==> config.mk <==
export PLATFORM = sky130hd
export DESIGN_NAME = y_wave_draw
export DESIGN_NICKNAME = d
export VERILOG_FILES = /design/src/rtl/y_wave_pkg.sv /design/src/rtl/y_wave_hit.sv /design/src/rtl/y_wave_draw.sv
export SDC_FILE = /design/constraint.sdc
export NUM_CORES = 1
export LEC_CHECK = 0
export BUFFER_PORTS_ARGS = -buffer_cell sky130_fd_sc_hd__buf_2
export CAP_MARGIN = 20
export CORE_ASPECT_RATIO = 0.6
export CORE_MARGIN = 3
export CORE_UTILIZATION = 30
export CTS_BUF_LIST = sky130_fd_sc_hd__clkbuf_16
export DETAILED_ROUTE_END_ITERATION = 16
export HOLD_SLACK_MARGIN = 0.02
export MAX_ROUTING_LAYER = met4
export PLACE_DENSITY = 0.49
export SLEW_MARGIN = 10
export SYNTH_ARGS = -nofsm -noshare
export SYNTH_HDL_FRONTEND = slang
export SYNTH_SLANG_ARGS = --single-unit
export TNS_END_PERCENT = 100
==> constraint.sdc <==
create_clock -name clk -period 10 [get_ports clk]
set_input_delay 0 -clock clk [delete_from_list [all_inputs] [get_ports clk]]
set_output_delay 0 -clock clk [all_outputs]
set_load 0.02 [all_outputs]
==> src/rtl/y_wave_pkg.sv <==
// Shared types and constants for the y_wave_draw trace renderer.
// Holds the FSM state encoding, the video control packet layout and the RGB width.
package y_wave_pkg;

    typedef enum logic [1:0] {
        IDLE,
        CTRL,
        ACTIVE,
        DRAIN
    } state_t;

    // Control packet: {width, height, interlace}
    localparam int unsigned CTRL_WIDTH_W     = 16;
    localparam int unsigned CTRL_HEIGHT_W    = 16;
    localparam int unsigned CTRL_INTERLACE_W = 4;
    localparam int unsigned CTRL_LEN         = CTRL_WIDTH_W + CTRL_HEIGHT_W + CTRL_INTERLACE_W;

    localparam int unsigned RGB_W = 24;

endpackage

==> src/rtl/y_wave_hit.sv <==
// Per-channel hit test for one pixel.
// Ports:
//   s     current-column sample
//   p     previous-column sample (equal to s at column 0)
//   y     row being rendered
//   mode  0 = dot (y == s), 1 = line (y between p and s, both clipped to HEIGHT-1)
//   hit_c combinational hit flag
module y_wave_hit
    import y_wave_pkg::*;
#(
    parameter int unsigned Y_BITS = 8,
    parameter int unsigned HEIGHT = 256
) (
    input  logic [Y_BITS-1:0] s,
    input  logic [Y_BITS-1:0] p,
    input  logic [Y_BITS-1:0] y,
    input  logic              mode,
    output logic              hit_c
);

    localparam logic [Y_BITS-1:0] Y_MAX = Y_BITS'(HEIGHT - 1);

    logic [Y_BITS-1:0] s_clip;
    logic [Y_BITS-1:0] p_clip;
    logic [Y_BITS-1:0] lo;
    logic [Y_BITS-1:0] hi;

    // Out-of-range samples never match a row in dot mode since y <= HEIGHT-1.
    always_comb begin
        s_clip = (s > Y_MAX) ? Y_MAX : s;
        p_clip = (p > Y_MAX) ? Y_MAX : p;
        lo     = (s_clip < p_clip) ? s_clip : p_clip;
        hi     = (s_clip < p_clip) ? p_clip : s_clip;
        if (mode) begin
            hit_c = (y >= lo) && (y <= hi);
        end else begin
            hit_c = (y == s);
        end
    end

endmodule

==> src/rtl/y_wave_draw.sv <==
// Multi-channel waveform renderer producing a WIDTH x HEIGHT RGB pixel stream.
// Ports:
//   clk, rst                      pixel clock, async active-high reset
//   run, line_mode, ch_enable     frame control (mode/enable latched per frame)
//   ch_color                      24-bit colour per channel
//   ram_addr, ram_rd, ram_rddata  sample RAM read port (1-cycle read latency)
//   video_data/valid/ready        ready/valid pixel stream
//   frame_sync                    pulse on acceptance of the last pixel
//   out_control_data/valid        control packet pulsed before each frame
module y_wave_draw
    import y_wave_pkg::*;
#(
    parameter int unsigned      WIDTH    = 256,
    parameter int unsigned      HEIGHT   = 256,
    parameter int unsigned      X_BITS   = 8,
    parameter int unsigned      Y_BITS   = 8,
    parameter int unsigned      CHANNELS = 2,
    parameter logic [RGB_W-1:0] BG_COLOR = 24'h000000
) (
    input  logic                         clk,
    input  logic                         rst,
    input  logic                         run,
    input  logic                         line_mode,
    input  logic [RGB_W*CHANNELS-1:0]    ch_color,
    input  logic [CHANNELS-1:0]          ch_enable,
    output logic [X_BITS-1:0]            ram_addr,
    output logic                         ram_rd,
    input  logic [Y_BITS*CHANNELS-1:0]   ram_rddata,
    output logic [RGB_W-1:0]             video_data,
    output logic                         video_valid,
    input  logic                         video_ready,
    output logic                         frame_sync,
    output logic [CTRL_LEN-1:0]          out_control_data,
    output logic                         out_control_valid
);

    localparam logic [X_BITS-1:0] X_LAST = X_BITS'(WIDTH - 1);
    localparam logic [Y_BITS-1:0] Y_TOP  = Y_BITS'(HEIGHT - 1);

    state_t                           state;
    state_t                           state_nxt;
    logic                             ctrl_valid_nxt;
    logic                             en;
    logic [X_BITS-1:0]                x_cnt;
    logic [Y_BITS-1:0]                y_cnt;
    logic                             mode_q;
    logic [CHANNELS-1:0]              enable_q;

    logic                             s1_valid;
    logic                             s1_first;
    logic                             s1_x_last;
    logic [Y_BITS-1:0]                s1_y;
    logic                             video_x_last;
    logic                             video_y0;

    logic [CHANNELS-1:0][Y_BITS-1:0]  samp;
    logic [CHANNELS-1:0][Y_BITS-1:0]  prev_s;
    logic [CHANNELS-1:0][Y_BITS-1:0]  p_sel;
    logic [CHANNELS-1:0]              hit;
    logic [RGB_W-1:0]                 pix_c;

    assign en               = !video_valid || video_ready;
    assign ram_addr         = x_cnt;
    assign frame_sync       = video_valid && video_ready && video_x_last && video_y0;
    assign out_control_data = {CTRL_WIDTH_W'(WIDTH), CTRL_HEIGHT_W'(HEIGHT), CTRL_INTERLACE_W'(0)};

    // Next state, RAM read strobe and control-packet request.
    always_comb begin
        state_nxt      = state;
        ram_rd         = 1'b0;
        ctrl_valid_nxt = 1'b0;
        case (state)
            IDLE: begin
                if (run) state_nxt = CTRL;
            end
            CTRL: begin
                state_nxt = ACTIVE;
            end
            ACTIVE: begin
                ram_rd = en;
                if (en && (x_cnt == X_LAST) && (y_cnt == '0)) state_nxt = DRAIN;
            end
            DRAIN: begin
                if (frame_sync) state_nxt = run ? CTRL : IDLE;
            end
            default: state_nxt = IDLE;
        endcase
        ctrl_valid_nxt = (state_nxt == CTRL);
    end

    // State, control pulse, per-frame settings and scan counters.
    always_ff @(posedge clk or posedge rst) begin
        if (rst) begin
            state             <= IDLE;
            out_control_valid <= 1'b0;
            mode_q            <= 1'b0;
            enable_q          <= '0;
            x_cnt             <= '0;
            y_cnt             <= Y_TOP;
        end else begin
            state             <= state_nxt;
            out_control_valid <= ctrl_valid_nxt;
            if (state == CTRL) begin
                mode_q   <= line_mode;
                enable_q <= ch_enable;
                x_cnt    <= '0;
                y_cnt    <= Y_TOP;
            end else if (ram_rd) begin
                if (x_cnt == X_LAST) begin
                    x_cnt <= '0;
                    y_cnt <= (y_cnt == '0) ? Y_TOP : y_cnt - Y_BITS'(1);
                end else begin
                    x_cnt <= x_cnt + X_BITS'(1);
                end
            end
        end
    end

    // Channel hit tests; the previous sample is replaced by the current one at column 0.
    for (genvar g = 0; g < int'(CHANNELS); g++) begin : g_ch
        assign samp[g]  = ram_rddata[g*Y_BITS +: Y_BITS];
        assign p_sel[g] = s1_first ? samp[g] : prev_s[g];

        y_wave_hit #(
            .Y_BITS (Y_BITS),
            .HEIGHT (HEIGHT)
        ) u_hit (
            .s     (samp[g]),
            .p     (p_sel[g]),
            .y     (s1_y),
            .mode  (mode_q),
            .hit_c (hit[g])
        );
    end

    // Lowest-index enabled channel with a hit wins.
    always_comb begin
        pix_c = BG_COLOR;
        for (int k = int'(CHANNELS) - 1; k >= 0; k--) begin
            if (enable_q[k] && hit[k]) pix_c = ch_color[k*RGB_W +: RGB_W];
        end
    end

    // Stage 1 and output register; everything stalls together when en is low.
    always_ff @(posedge clk or posedge rst) begin
        if (rst) begin
            s1_valid     <= 1'b0;
            s1_first     <= 1'b0;
            s1_x_last    <= 1'b0;
            s1_y         <= '0;
            video_valid  <= 1'b0;
            video_data   <= '0;
            video_x_last <= 1'b0;
            video_y0     <= 1'b0;
            prev_s       <= '0;
        end else if (en) begin
            s1_valid     <= ram_rd;
            s1_first     <= (x_cnt == '0);
            s1_x_last    <= (x_cnt == X_LAST);
            s1_y         <= y_cnt;
            video_valid  <= s1_valid;
            video_x_last <= s1_x_last;
            video_y0     <= (s1_y == '0);
            if (s1_valid) begin
                video_data <= pix_c;
                prev_s     <= samp;
            end
        end
    end

endmodule

# Word level (Yosys, flattened, before mapping)
# Cells that the tools add are included.
[word_totals]
out_inout_bits = 72
elab_cells = 81
romBits = 0
latchBits = 0
mem_count = 0
input_bits = 71
ram_bits = 0
ff_bits = 76
[classes]
addsub = 2
bitwise_logic = 0
n_mul = 0
n_mux = 27
shifts = 0
div = 0
n_reduce_logical = 19
order_cmp = 10
eq_ne = 7
[ops]
columns = ["operator", "count"]
rows = [
  ["two-way mux 8 bit", 17],
  ["two-way mux 24 bit", 2],
  ["> comparator 8 bit (second input constant)", 4],
  ["zero test 8 bit", 3],
  ["== test 8 bit", 2],
  ["greater-or-equal comparator 8 bit", 2],
  ["less-or-equal comparator 8 bit", 2],
  ["less-than comparator 8 bit", 2],
  ["logical AND 1 bit", 9],
  ["adder 8 x 1 -> 8 bit (second input constant)", 1],
  ["== test 8 bit (second input constant)", 1],
  ["case mux 2 bit (4 select lines)", 1],
  ["subtractor 8 x 1 -> 8 bit (second input constant)", 1],
  ["two-way mux 2 bit", 3],
  ["== test 2 x 1 -> 1 bit (second input constant)", 2],
  ["== test 2 bit (second input constant)", 2],
  ["two-way mux 1 bit", 4],
  ["AND reduction 2 bit", 2],
  ["nonzero test 2 bit", 2],
  ["zero test 2 bit", 1],
  ["zero test 1 bit", 1],
  ["logical OR 1 bit", 1],
]

# Depth between registers and ports, before layout
[logic_depth]
depth_word = 11
ltp_mapped = 21
depth_no_buf = 15

# Hierarchy
# Synthesis repeated with hierarchy kept, for this count alone.
[unflattened]
cells_unflattened = 577
hier_area_um2 = 5487.8
[by_module_without_submodules]
columns = ["module", "n_inst", "seq_area_each_um2", "cells_each", "area_per_inst_um2"]
rows = [
  ["y_wave_draw", 1, 1911.8, 393, 3908.7],
  ["y_wave_hit", 2, 0.0, 92, 789.5],
]

# Worst setup path before layout
# OpenSTA, ideal clock, no wires.
[synth_timing]
path_kind = "register -> register"
startpoint = "register s1_first"
endpoint = "register video_data[0]"
arrival_time_ps = 4215
period_less_slack_ps = 4310
path_slack_ps = 5690
path_stages_with_launch = 21
path_buffers = 5
setup_time_ps = 95
path_cell_list = "dfrtp_1 buf_6 clkbuf_1 mux2_2 inv_1 ha_1 a21o_1 a221o_1 o211ai_2 and2_4 buf_8 buf_12 mux2i_1 ha_1 a211o_1 a211oi_1 a21oi_1 a21oi_1 o2111ai_1 clkbuf_1 o31ai_1"
[synth_between]
elab_chain_len = 11
[synth_rtl]
columns = ["item", "line_no", "text"]
rows = [
  ["from (decl)", "y_wave_draw.sv:50", "logic s1_first;"],
  ["from (signal assigned)", "y_wave_draw.sv:158", "s1_first <= (x_cnt == '0);"],
  ["two-way mux 8 bit", "y_wave_draw.sv:122", "assign p_sel[g] = s1_first ? samp[g] : prev_s[g];"],
  ["> comparator 8 bit", "y_wave_hit.sv:31", "p_clip = (p > Y_MAX) ? Y_MAX : p;"],
  ["two-way mux 8 bit", "y_wave_hit.sv:31", ""],
  ["less-than comparator 8 bit", "y_wave_hit.sv:32, y_wave_hit.sv:33", ""],
  ["two-way mux 8 bit, on equally long branches", "y_wave_hit.sv:32, y_wave_hit.sv:33", ""],
  ["greater-or-equal comparator 8 bit or less-or-equal comparator 8 bit (tied branches)", "y_wave_hit.sv:35", "hit_c = (y >= lo) && (y <= hi);"],
  ["logical AND 1 bit", "y_wave_hit.sv:35", ""],
  ["two-way mux 1 bit", "y_wave_hit.sv:34", "if (mode) begin"],
  ["logical AND 1 bit", "y_wave_draw.sv:140", "if (enable_q[k] && hit[k]) pix_c = ch_color[k*RGB_W +: RGB_W];"],
  ["two-way mux 24 bit", "y_wave_draw.sv:140", ""],
  ["two-way mux 24 bit (*)", "y_wave_draw.sv:140", ""],
  ["to (signal assigned)", "y_wave_draw.sv:165", "video_data <= pix_c;"],
  ["to (decl)", "y_wave_draw.sv:29", "output logic [RGB_W-1:0] video_data,"],
]
# Mark *: on every way between the ends. The rest lies on a longest branch, timed or not.
# A chain may end at the register's enable or synchronous reset.

# Worst setup path after layout
[layout_timing]
startpoint = "register s1_first"
endpoint = "register video_data[21]"
# Same word-level chain as after synthesis.

==> results.md <==
Run status:
- The flow ran to the end, and the final reports show no timing, DRC or antenna violations.

Detailed routing:
- After detailed routing, the wire length on met1 is 8.29 mm.
- The post-detailed-route count of antenna-violating nets is 0.
- The highest layer touched by signal routing is met4.
- The first-pass iteration count of the detailed router is 5.
- The sum of routed wire length over all layers is about 16 mm.
- The number of design rule violations left after detail routing is 0.
- The number of vias per cell is 4.89.
- Dividing the detail-routed wire length by the instance count gives 16.2 um.
- The total number of vias is 4,779.
- The detailed router finished its first iteration with 242 violations.
- The routed design uses 522 um of met3 wire.
- The sum of met2 wire segment lengths after detailed routing is 6.79 mm.

Power and ir drop:
- In this run the static leakage power is 3.67 nW.
- VDD sags by at most 68.7 uV.
- The power density over the cells is 113 mW/mm2.

Min path:
- The tightest min-delay check is of the in -> reg type.
- Along the worst hold path, the cell count comes to 2.

Yosys:
- Synthesis instantiated 57 different standard cells from the library.
- The most used flip-flop cell after synthesis is dfrtp_1.
- The cell area that synthesis handed to floorplanning was 0.00554 mm2.
- After synthesis, the share of flip-flops with an asynchronous set or reset is 100%.
- By area the synthesized netlist is led by dfrtp_1 31%, ha_1 11%, mux2_2 6.1%.
- After synthesis, the largest area contributor takes up 30.7% of total cell area.
- After synthesis the netlist holds a flip-flop and latch count of between 70 and 80.
- After technology mapping, the gate count stands at 576.
- The average instance area after synthesis is 9.62 um2.
- The cell type with the largest total area after synthesis is dfrtp_1.
- The proportion of synthesized chip area in sequential cells is 34.5%.
- The number of flops mapped to enable cells by yosys is 0.
- The number of warnings issued by yosys is 0.

Timing:
- After layout, the worst path uses 63.2% of the clock period.
- The final-report hold violation count is 0.
- At the pin with the least slew margin, the transition time is 1.19 ns.
- The highest clock frequency the design can meet is between 150 and 200 MHz.
- The number of endpoints failing setup at the final stage is 0.
- The number of pins exceeding their max-slew limit in the final report is 0.
- The headroom to the max-slew limit is between 20% and 30%.
- Setup repair after global routing left no endpoint under its margin.
- In the final timing run, aggregate negative setup slack is 0 ns.
- The time the worst path needs with I/O delays and setup is 6.32 ns.
- On the final layout, the worst clock skew is between 0.01 and 0.015 ns.

Final layout:
- The top cell types in the final layout, fill and taps aside, are 106 x buf_2, 68 x dfrtp_1, 67 x dlygate4sd3_1.
- The most common cell after layout, fill and taps aside is buf_2.
- For this run, the number of standard cells in the final layout without fillers is 977.
- The layout has around 1.8k filler cells.
- In the final design database the tool counted around 860 nets.
- Relative to the synthesized area, the layout overhead comes to 28.1%.
- The post-route netlist has 23.4% of its cells at a drive strength greater than 1.
- The antenna cell count is 0.

Critical path:
- STA classifies the critical path endpoint as a register.
- The critical path required time is around 10 ns.
- The path type of the worst setup path is reg -> reg.
- The cell that appears most often on the critical path is ha_1.
- Walking the worst path, the cells encountered are mux2_2 -> inv_1 -> ha_1 -> a21o_1 -> a221o_1 -> o211ai_2 -> and2_4 -> mux2i_1 -> ha_1 -> a21oi_1 -> o21a_1 -> o21ai_0 -> a22oi_2 -> and3b_1 -> o31ai_1 -> dlygate4sd3_1.
- Measured in cells, the most critical reg-to-reg path has a length of 16.
- The critical path launch point type is a register.
- The endpoint arrival time on the critical path is 6.54 ns.
- The maximum fanout along the worst path is 25.
- For this run, the slowest stage of the critical path takes between 0.9 and 1 ns.
- On the critical path, the stage with the largest delay is an instance of and3b_1.

Floorplan:
- In this run the count of I/O pins placed on the die edge is about 140.
- The initial core utilization is 31.5%.
- The die height is 111 um.
- The floorplan step defined a die boundary enclosing 0.0202 mm2.
- The x dimension of the die is about 180 um.
- The region available for standard cell placement spans ~0.018 mm2.
- The number of core rows is 37.

Global routing:
- The number of antenna violations at the first check in global routing is 0.
- Entering global routing, the biggest net connects 77 pins.
- The number of global-route vias before repair was 4,883.
- The leftover overflow at the end of global routing is 0.
- The global-route total usage across every layer is 16.1%.
- The first-pass GRT wire length is 25.7 mm.

Clocking:
- The master cell of the clock root buffer is clkbuf_16.
- The depth of the CTS H-tree is 3.
- After clock tree synthesis, the repair step resized 0 gates.
- The clock reaches the later pin of the worst-skew pair after 0.35 ns.
- TritonCTS created 9 clock buffers.
- The clock transition time at the flip-flop clock pins of the worst setup and hold paths is about 0.06 ns.
- TritonCTS built the clock tree.
- The post-CTS setup-driven buffer insertion count is 0.
- In this run, post-CTS hold repair placed 67 buffers.
- The clock passes through at most 2 buffers.
- The sink count of the clock tree is 76.

Place:
- Buffers placed on the I/O ports in this run total 106.
- The post-placement cell count is 893.
- After legalization and detailed placement, the total HPWL measured approximately 12 mm.
- The congestion estimate from routability-driven global placement came to ~0.85.

Job:
- Across the run, the number of max-cap violations was 0.
metrics by stage:
step                      total power, mW  instance area (um2)  util (%)  setup slack, ns  hold WS, ns
after floorplan                     0.422                 5670         -             5.69        0.105
after global placement              0.437                 6080      34.6             4.47        0.200
after detailed placement            0.442                 6080      34.6             4.29        0.206
after CTS                           0.812                 7070      40.2             3.76       0.0408
after global routing                0.843                 7100      40.3             3.26       0.0516
final                               0.804                 7100      40.3             3.68       0.0530
worst max-delay path: cells and delay by family (launching register included):
family                   cells  cell delay (ns)
flip-flops                   1             0.81
buffers and inverters        2             0.67
multiplexers                 2             0.66
AND/OR/NAND/NOR              2             1.30
adder cells (fa/ha/maj)      2             0.49
AO/OA/AOI/OAI                8             2.25
layer usage:
metal  vias up  global-route usage, %
met4         0                   3.40
li1       2321                      -
met3        21                   2.82
met2       100                   23.2
met1      2337                   23.5
met5         -                      -
kinds of logic (layout without fill, tap and decap cells):
family / count (synthesis) / after routing / synth area share [%]
multiplexers: 62 / 62 / 12.0
XOR/XNOR: 22 / 22 / 3.48
flip-flops: 76 / 76 / 34.5
AND/OR/NAND/NOR: 143 / 143 / 13.1
AO/OA/AOI/OAI: 114 / 114 / 14.5
buffers and inverters: 108 / 241 / 11.2
adder cells (fa/ha/maj): 49 / 49 / 11.1
other: 2 / 36 / 0.136
final timing paths:
path | startpoint | to | slack, ns
max in group asynchronous | rst | prev_s[5] | 9.06
min | ram_rddata[7] | prev_s[7] | 0.05
min reg2reg | video_y0 | video_y0 | 0.48
min in group asynchronous | rst | enable_q[1] | 0.34
max reg2reg | s1_first | video_data[21] | 3.68
max | s1_first | video_data[21] | 3.68
power breakdown:
| group | switching [mW] | total (mW) | leakage (nW) | internal, mW |
|---|---|---|---|---|
| Combinational | 0.0839 | 0.144 | 2.54 | 0.0603 |
| Clock | 0.152 | 0.353 | 0.155 | 0.201 |
| Sequential | 0 | 0.307 | 0.977 | 0.307 |
| Total | 0.236 | 0.804 | 3.67 | 0.568 |
registers in the layout, indices dropped and copies added, names as in the netlist:
name               flops
y_cnt                  8
s1_first               1
mode_q                 1
enable_q               2
state                  2
s1_x_last              1
s1_valid               1
s1_y                   8
video_data            24
video_x_last           1
ram_addr               8
video_y0               1
prev_s                16
out_control_valid      1
video_valid            1
cells in the mapped netlist (2+ instances only):
cell type / n
buf_1: 2
a221o_1: 2
mux2_1: 4
and2_4: 2
nand2b_1: 8
ha_1: 49
a21o_1: 3
nor4_1: 4
xor2_1: 5
o211ai_1: 3
nor3_1: 5
buf_2: 3
nand4_1: 8
o21ai_0: 15
and4_1: 2
nor2_1: 18
nand3_1: 8
inv_1: 48
dfstp_2: 8
and3b_1: 4
or3_1: 2
buf_8: 2
buf_6: 3
xnor2_1: 17
a21oi_1: 27
clkbuf_1: 11
a32oi_1: 24
buf_4: 36
nor2b_1: 3
buf_12: 2
o211ai_2: 2
a211oi_1: 2
mux2_2: 30
nand2_1: 59
dfrtp_1: 68
or3b_1: 2
and3_1: 9
a31oi_1: 3
nor3b_1: 2
o31ai_1: 25
conb_1: 2
o21a_1: 2
mux2i_1: 28
layout make-up:
class	instances	area (um2)	share of cell area [%]
Tap cell	234	293	4.13
Multi-Input combinational cell	426	3160	44.5
Clock buffer	9	225	3.17
Clock inverter	7	87.6	1.23
Inverter	48	180	2.54
Timing Repair Buffer	177	1240	17.5
Sequential cell	76	1910	26.9
No activity file was read; power rests on OpenSTA's default activity.
